==> config.mk <==
export PLATFORM = sky130hd
export DESIGN_NAME = seq_alu
export DESIGN_NICKNAME = d
export VERILOG_FILES = /design/src/rtl/seq_alu.sv
export SDC_FILE = /design/constraint.sdc
export NUM_CORES = 1
export LEC_CHECK = 0
export ABC_AREA = 1
export CORE_MARGIN = 5
export CORE_UTILIZATION = 55
export CTS_CLUSTER_DIAMETER = 100
export DETAILED_ROUTE_END_ITERATION = 10
export MAX_ROUTING_LAYER = met4
export PLACE_DENSITY = 0.73
export SYNTH_ARGS = -nofsm -noshare
export SYNTH_HDL_FRONTEND = slang
export SYNTH_SLANG_ARGS = --single-unit
==> constraint.sdc <==
create_clock -name clk -period 7.9 [get_ports clk]
set_input_delay 1.58 -clock clk [delete_from_list [all_inputs] [get_ports clk]]
set_output_delay 1.58 -clock clk [all_outputs]
set_load 0.01 [all_outputs]
==> src/rtl/seq_alu.sv <==
// seq_alu: clocked EX-stage ALU with a start/busy/done handshake.
// Single-cycle ops finish through EXEC. Unsigned multiply (shift-add) and
// unsigned divide (restoring) iterate one bit per cycle in MUL/DIV.
// All result flags are registered when the FSM enters DONE and then held.
module seq_alu #(
   parameter int WIDTH = 32
) (
   input  logic             clk,
   input  logic             reset,
   input  logic             start,
   input  logic [3:0]       ALUCtrl,
   input  logic [WIDTH-1:0] inA,
   input  logic [WIDTH-1:0] inB,
   output logic             busy,
   output logic             done,
   output logic [WIDTH-1:0] ALUResult,
   output logic [WIDTH-1:0] ALUResultHi,
   output logic             zero,
   output logic             overflow,
   output logic             div_by_zero
);

   localparam int CNT_W = $clog2(WIDTH) + 1;
   localparam int SH_W  = $clog2(WIDTH);

   localparam logic [3:0] OP_AND  = 4'b0000;
   localparam logic [3:0] OP_OR   = 4'b0001;
   localparam logic [3:0] OP_ADD  = 4'b0010;
   localparam logic [3:0] OP_SLL  = 4'b0011;
   localparam logic [3:0] OP_SRL  = 4'b0100;
   localparam logic [3:0] OP_SRA  = 4'b0101;
   localparam logic [3:0] OP_SUB  = 4'b0110;
   localparam logic [3:0] OP_SLT  = 4'b0111;
   localparam logic [3:0] OP_MULU = 4'b1000;
   localparam logic [3:0] OP_DIVU = 4'b1001;
   localparam logic [3:0] OP_NOR  = 4'b1100;

   typedef enum logic [2:0] {IDLE, EXEC, MUL, DIV, DONE} state_t;

   state_t state, state_next;

   logic [3:0]         op;
   logic [WIDTH-1:0]   op_a, op_b;
   logic [2*WIDTH-1:0] acc;
   logic [CNT_W-1:0]   count;

   logic [WIDTH-1:0]   alu_res, alu_hi, sum, diff;
   logic               alu_ovf, alu_dbz;
   logic [SH_W-1:0]    shamt;

   logic [WIDTH:0]     mul_sum;
   logic [2*WIDTH-1:0] mul_next;
   logic [WIDTH:0]     div_sh, div_diff;
   logic [2*WIDTH-1:0] div_next;

   // State register; reset aborts any operation in flight.
   always_ff @(posedge clk) begin
      if (reset) state <= IDLE;
      else       state <= state_next;
   end

   // Next-state logic; starts are only honoured in IDLE, and a zero divisor
   // is routed through the single-cycle path.
   always_comb begin
      state_next = state;
      case (state)
         IDLE: begin
            if (start) begin
               if (ALUCtrl == OP_MULU)                       state_next = MUL;
               else if (ALUCtrl == OP_DIVU && inB != '0)     state_next = DIV;
               else                                          state_next = EXEC;
            end
         end
         EXEC:    state_next = DONE;
         MUL,
         DIV:     if (count == CNT_W'(1)) state_next = DONE;
         DONE:    state_next = IDLE;
         default: state_next = IDLE;
      endcase
   end

   // Handshake outputs decoded from the state.
   always_comb begin
      busy = (state != IDLE);
      done = (state == DONE);
   end

   // Single-cycle result, also covering the divide-by-zero case.
   always_comb begin
      sum     = op_a + op_b;
      diff    = op_a - op_b;
      shamt   = op_b[SH_W-1:0];
      alu_res = '0;
      alu_hi  = '0;
      alu_ovf = 1'b0;
      alu_dbz = 1'b0;
      case (op)
         OP_AND: alu_res = op_a & op_b;
         OP_OR:  alu_res = op_a | op_b;
         OP_NOR: alu_res = ~(op_a | op_b);
         OP_ADD: begin
            alu_res = sum;
            alu_ovf = (op_a[WIDTH-1] == op_b[WIDTH-1]) && (sum[WIDTH-1] != op_a[WIDTH-1]);
         end
         OP_SUB: begin
            alu_res = diff;
            alu_ovf = (op_a[WIDTH-1] != op_b[WIDTH-1]) && (diff[WIDTH-1] != op_a[WIDTH-1]);
         end
         OP_SLT: alu_res = {{(WIDTH-1){1'b0}}, ($signed(op_a) < $signed(op_b))};
         OP_SLL: alu_res = op_a << shamt;
         OP_SRL: alu_res = op_a >> shamt;
         OP_SRA: alu_res = $signed(op_a) >>> shamt;
         OP_DIVU: begin
            alu_res = '1;
            alu_hi  = op_a;
            alu_dbz = 1'b1;
         end
         default: alu_res = '0;
      endcase
   end

   // One iteration of shift-add multiply and restoring divide on the accumulator.
   always_comb begin
      mul_sum  = {1'b0, acc[2*WIDTH-1:WIDTH]} + (acc[0] ? {1'b0, op_a} : '0);
      mul_next = {mul_sum, acc[WIDTH-1:1]};
      div_sh   = {acc[2*WIDTH-1:WIDTH], acc[WIDTH-1]};
      div_diff = div_sh - {1'b0, op_b};
      if (div_diff[WIDTH])
         div_next = {div_sh[WIDTH-1:0], acc[WIDTH-2:0], 1'b0};
      else
         div_next = {div_diff[WIDTH-1:0], acc[WIDTH-2:0], 1'b1};
   end

   // Operand capture, iteration and result registers; outputs change only on entry to DONE.
   always_ff @(posedge clk) begin
      if (reset) begin
         op          <= '0;
         op_a        <= '0;
         op_b        <= '0;
         acc         <= '0;
         count       <= '0;
         ALUResult   <= '0;
         ALUResultHi <= '0;
         zero        <= 1'b0;
         overflow    <= 1'b0;
         div_by_zero <= 1'b0;
      end else begin
         case (state)
            IDLE: begin
               if (start) begin
                  op    <= ALUCtrl;
                  op_a  <= inA;
                  op_b  <= inB;
                  count <= CNT_W'(WIDTH);
                  acc   <= (ALUCtrl == OP_DIVU) ? {{WIDTH{1'b0}}, inA} : {{WIDTH{1'b0}}, inB};
               end
            end
            EXEC: begin
               ALUResult   <= alu_res;
               ALUResultHi <= alu_hi;
               zero        <= (alu_res == '0);
               overflow    <= alu_ovf;
               div_by_zero <= alu_dbz;
            end
            MUL: begin
               acc   <= mul_next;
               count <= count - CNT_W'(1);
               if (count == CNT_W'(1)) begin
                  ALUResult   <= mul_next[WIDTH-1:0];
                  ALUResultHi <= mul_next[2*WIDTH-1:WIDTH];
                  zero        <= (mul_next[WIDTH-1:0] == '0);
                  overflow    <= 1'b0;
                  div_by_zero <= 1'b0;
               end
            end
            DIV: begin
               acc   <= div_next;
               count <= count - CNT_W'(1);
               if (count == CNT_W'(1)) begin
                  ALUResult   <= div_next[WIDTH-1:0];
                  ALUResultHi <= div_next[2*WIDTH-1:WIDTH];
                  zero        <= (div_next[WIDTH-1:0] == '0);
                  overflow    <= 1'b0;
                  div_by_zero <= 1'b0;
               end
            end
            default: ;
         endcase
      end
   end

endmodule
==> flow_summary.ini <==
[power]
power.density_nw_per_um2 = 168.9
peakVddDrop_uv = 165.6
p_leak_nw = 13.26

[floorplanning]
start_util_pct = 55.41
io_pins = 140
die_h_um = 217.9
die_x_um = 217.9
core-area_um2 = 42890
die_area_um2 = 47460
rows = 76

[synthesis]
synth_area_leaders = nand2_1 19%, dfxtp_1 18%, nand3_1 11%, inv_1 9.2%, ha_1 8.6%
yosys-top-cells-count = 1189 x nand2_1, 583 x inv_1, 514 x nand3_1
syn_inst = 4290
yosysTopAreaCell = nand2_1
async_reset_ff_share_pct = 0
netlist_area_um2 = 23760
synth_most_common_cell = nand2_1
ys_types = 53
synth_edf_count = 0
syn_nets = 4529
yosysSeqAreaShare_pct = 17.52
synth_ff_type = dfxtp_1
ys_warn_count = 0
synth_top_area_share_pct = 18.78
ys_seq_elements = 208
postSynthAreaPerCell_um2 = 5.539

[final_layout]
drive_above_1_share_pct = 3.183
fin_area_um2 = 26050
synthToLayoutAreaGrowth_pct = 9.636
fin_cells = 4895
final_util_pct = 60.75
fin_nets = 4525

[detailed_routing]
post_drt_wl_per_cell_um = 24.17
via_count = 30500
drc = 0
drt-initial-drc-count = 4647
drt-pass1-iter-count = 8
wl_um = 118300
via_per_inst = 6.230
antenna_left = 0

[placement]
place_congestion = 1.177
place_inst = 4845
portBuffers = 139
dp_hpwl_um = 92450
post_dp_cell_area_um2 = 25200

[grt]
grt_pass1_wl_um = 171500
grt_pass1_vias = 27470
grtUsageTotal_pct = 48.93
grt_max_degree = 103
grt_overflow = 0
antenna_found_initial = 5

[cts]
postCtsResizedCells = 0
cts.path.max_buffers = 3
hold_buffers = 0
cts_tree = built
clkSlewWorstSetupHoldPaths_ns = 0.06
htree_num_levels = 1
root_buffer = clkbuf_16
clk_latency_ns = 0.56
cts-buffers-inserted = 24
cts_setup_buffers = 0
clock-sinks = 208

[sta]
post-route-min-period_ns = 4.328
fin_worst_skew_ns = 0.02559
worst_pin_slew_ns = 1.147
max_freq_mhz = 231.1
hold_violations = 0
fin_tns_setup_ns = 0
setup_viol = 0
period_share_pct = 54.78
slew_violations = 0
rsz0062_at_grt = false
max-slew-margin-rel_pct = 23.54

[setup_path]
start_kind = primary input
path_max_fanout = 76
worst-setup-path-type = in -> reg
reg2reg_from = op_b[4]
end_kind = flop
startpoint = start
worstPathRequired_ns = 8.35
cp.arrival_ns = 4.78

[run_status]
status = finished, final reports clean

[hold_path]
hp-start = div_by_zero
hold_class = reg -> reg

[run]
maxCapViolations = 0
placed cells by master (no fill, tap or decap), types with 11 or more instances in the layout:
cell / Yosys / routed
nand2_1: 1189 / 1188
nor2_1: 407 / 403
o211ai_1: 13 / 13
clkdlybuf4s50_1: 0 / 138
nand2_2: 10 / 11
a221oi_1: 13 / 13
a31oi_1: 53 / 53
o21bai_1: 16 / 16
dfxtp_1: 208 / 205
inv_2: 11 / 12
ha_1: 164 / 164
o21ai_1: 22 / 22
a21oi_1: 306 / 305
o21ai_0: 311 / 311
clkbuf_16: 0 / 24
o22ai_1: 42 / 42
inv_1: 583 / 582
nand3_1: 514 / 513
nor3_1: 34 / 34
buf_4: 17 / 28
nand4_1: 57 / 57
or2_2: 18 / 18
nor4_1: 14 / 14
xor2_1: 15 / 15
xnor2_1: 14 / 14
final cells by class:
cell class,instances,area [um2]
inverter,599,2252
clock buffer,31,666.9
timing repair buffer,167,1597
multi-input combinational,3286,16460
clock inverter,13,165.2
tap,585,732.0
sequential,208,4168
antenna,6,15.01
fill,4466,16830
registers in the layout (all words and copies together), names as in the netlist, 3 cells and up:
| signal | count |
|---|---|
| count | 6 |
| op_a | 32 |
| ALUResultHi | 32 |
| op | 4 |
| ALUResult | 32 |
| state | 3 |
| acc | 64 |
| op_b | 32 |
final timing paths:
kind | to | slack, ns | cells past startpoint
hold / removal | div_by_zero | 0.46 | 2
hold reg to reg | div_by_zero | 0.46 | 2
setup / recovery | acc[13] | 3.57 | 6
setup reg to reg | zero | 3.60 | 17
critical path: stages:
cell,delay [ns]
clkdlybuf4s50_1,0.52
nand3_4,0.39
nand2_2,0.17
buf_4,0.68
clkinv_1,0.87
a221oi_1,0.49
logic make-up after synthesis:
kind of cell	count (synthesis)	share of synthesized area, %
XOR/XNOR	29	1.069
AND/OR/NAND/NOR	2272	40.27
flip-flops	208	17.52
AO/OA/AOI/OAI	817	18.77
adder cells (fa/ha/maj)	168	8.973
buffers and inverters	796	13.40
metrics by stage:
stage | power (mW) | setup slack (ns) | hold slack (ns)
finish | 4.400 | 3.572 | 0.4648
floorplan | 2.428 | 4.826 | 0.4541
CTS | 4.265 | 3.752 | 0.4641
global route | 4.570 | 3.364 | 0.4932
detailed placement | 3.092 | 3.169 | 0.4547
global placement | 3.083 | 3.317 | 0.4490
report_power, final:
group / switching (mW) / internal, mW
registers: 0.108 / 1.12
clock network: 0.491 / 0.699
logic: 1.45 / 0.533
metal layers:
layer | up-vias | wire length [um] | track usage [%]
met5 | - | 0 | -
li1 | 14010 | - | -
met1 | 13850 | 42190 | 58.29
met3 | 534 | 15470 | 11.81
met2 | 2104 | 48310 | 70.58
met4 | 0 | 12330 | 38.43
Note: power is estimated with default switching activity, not from simulation.
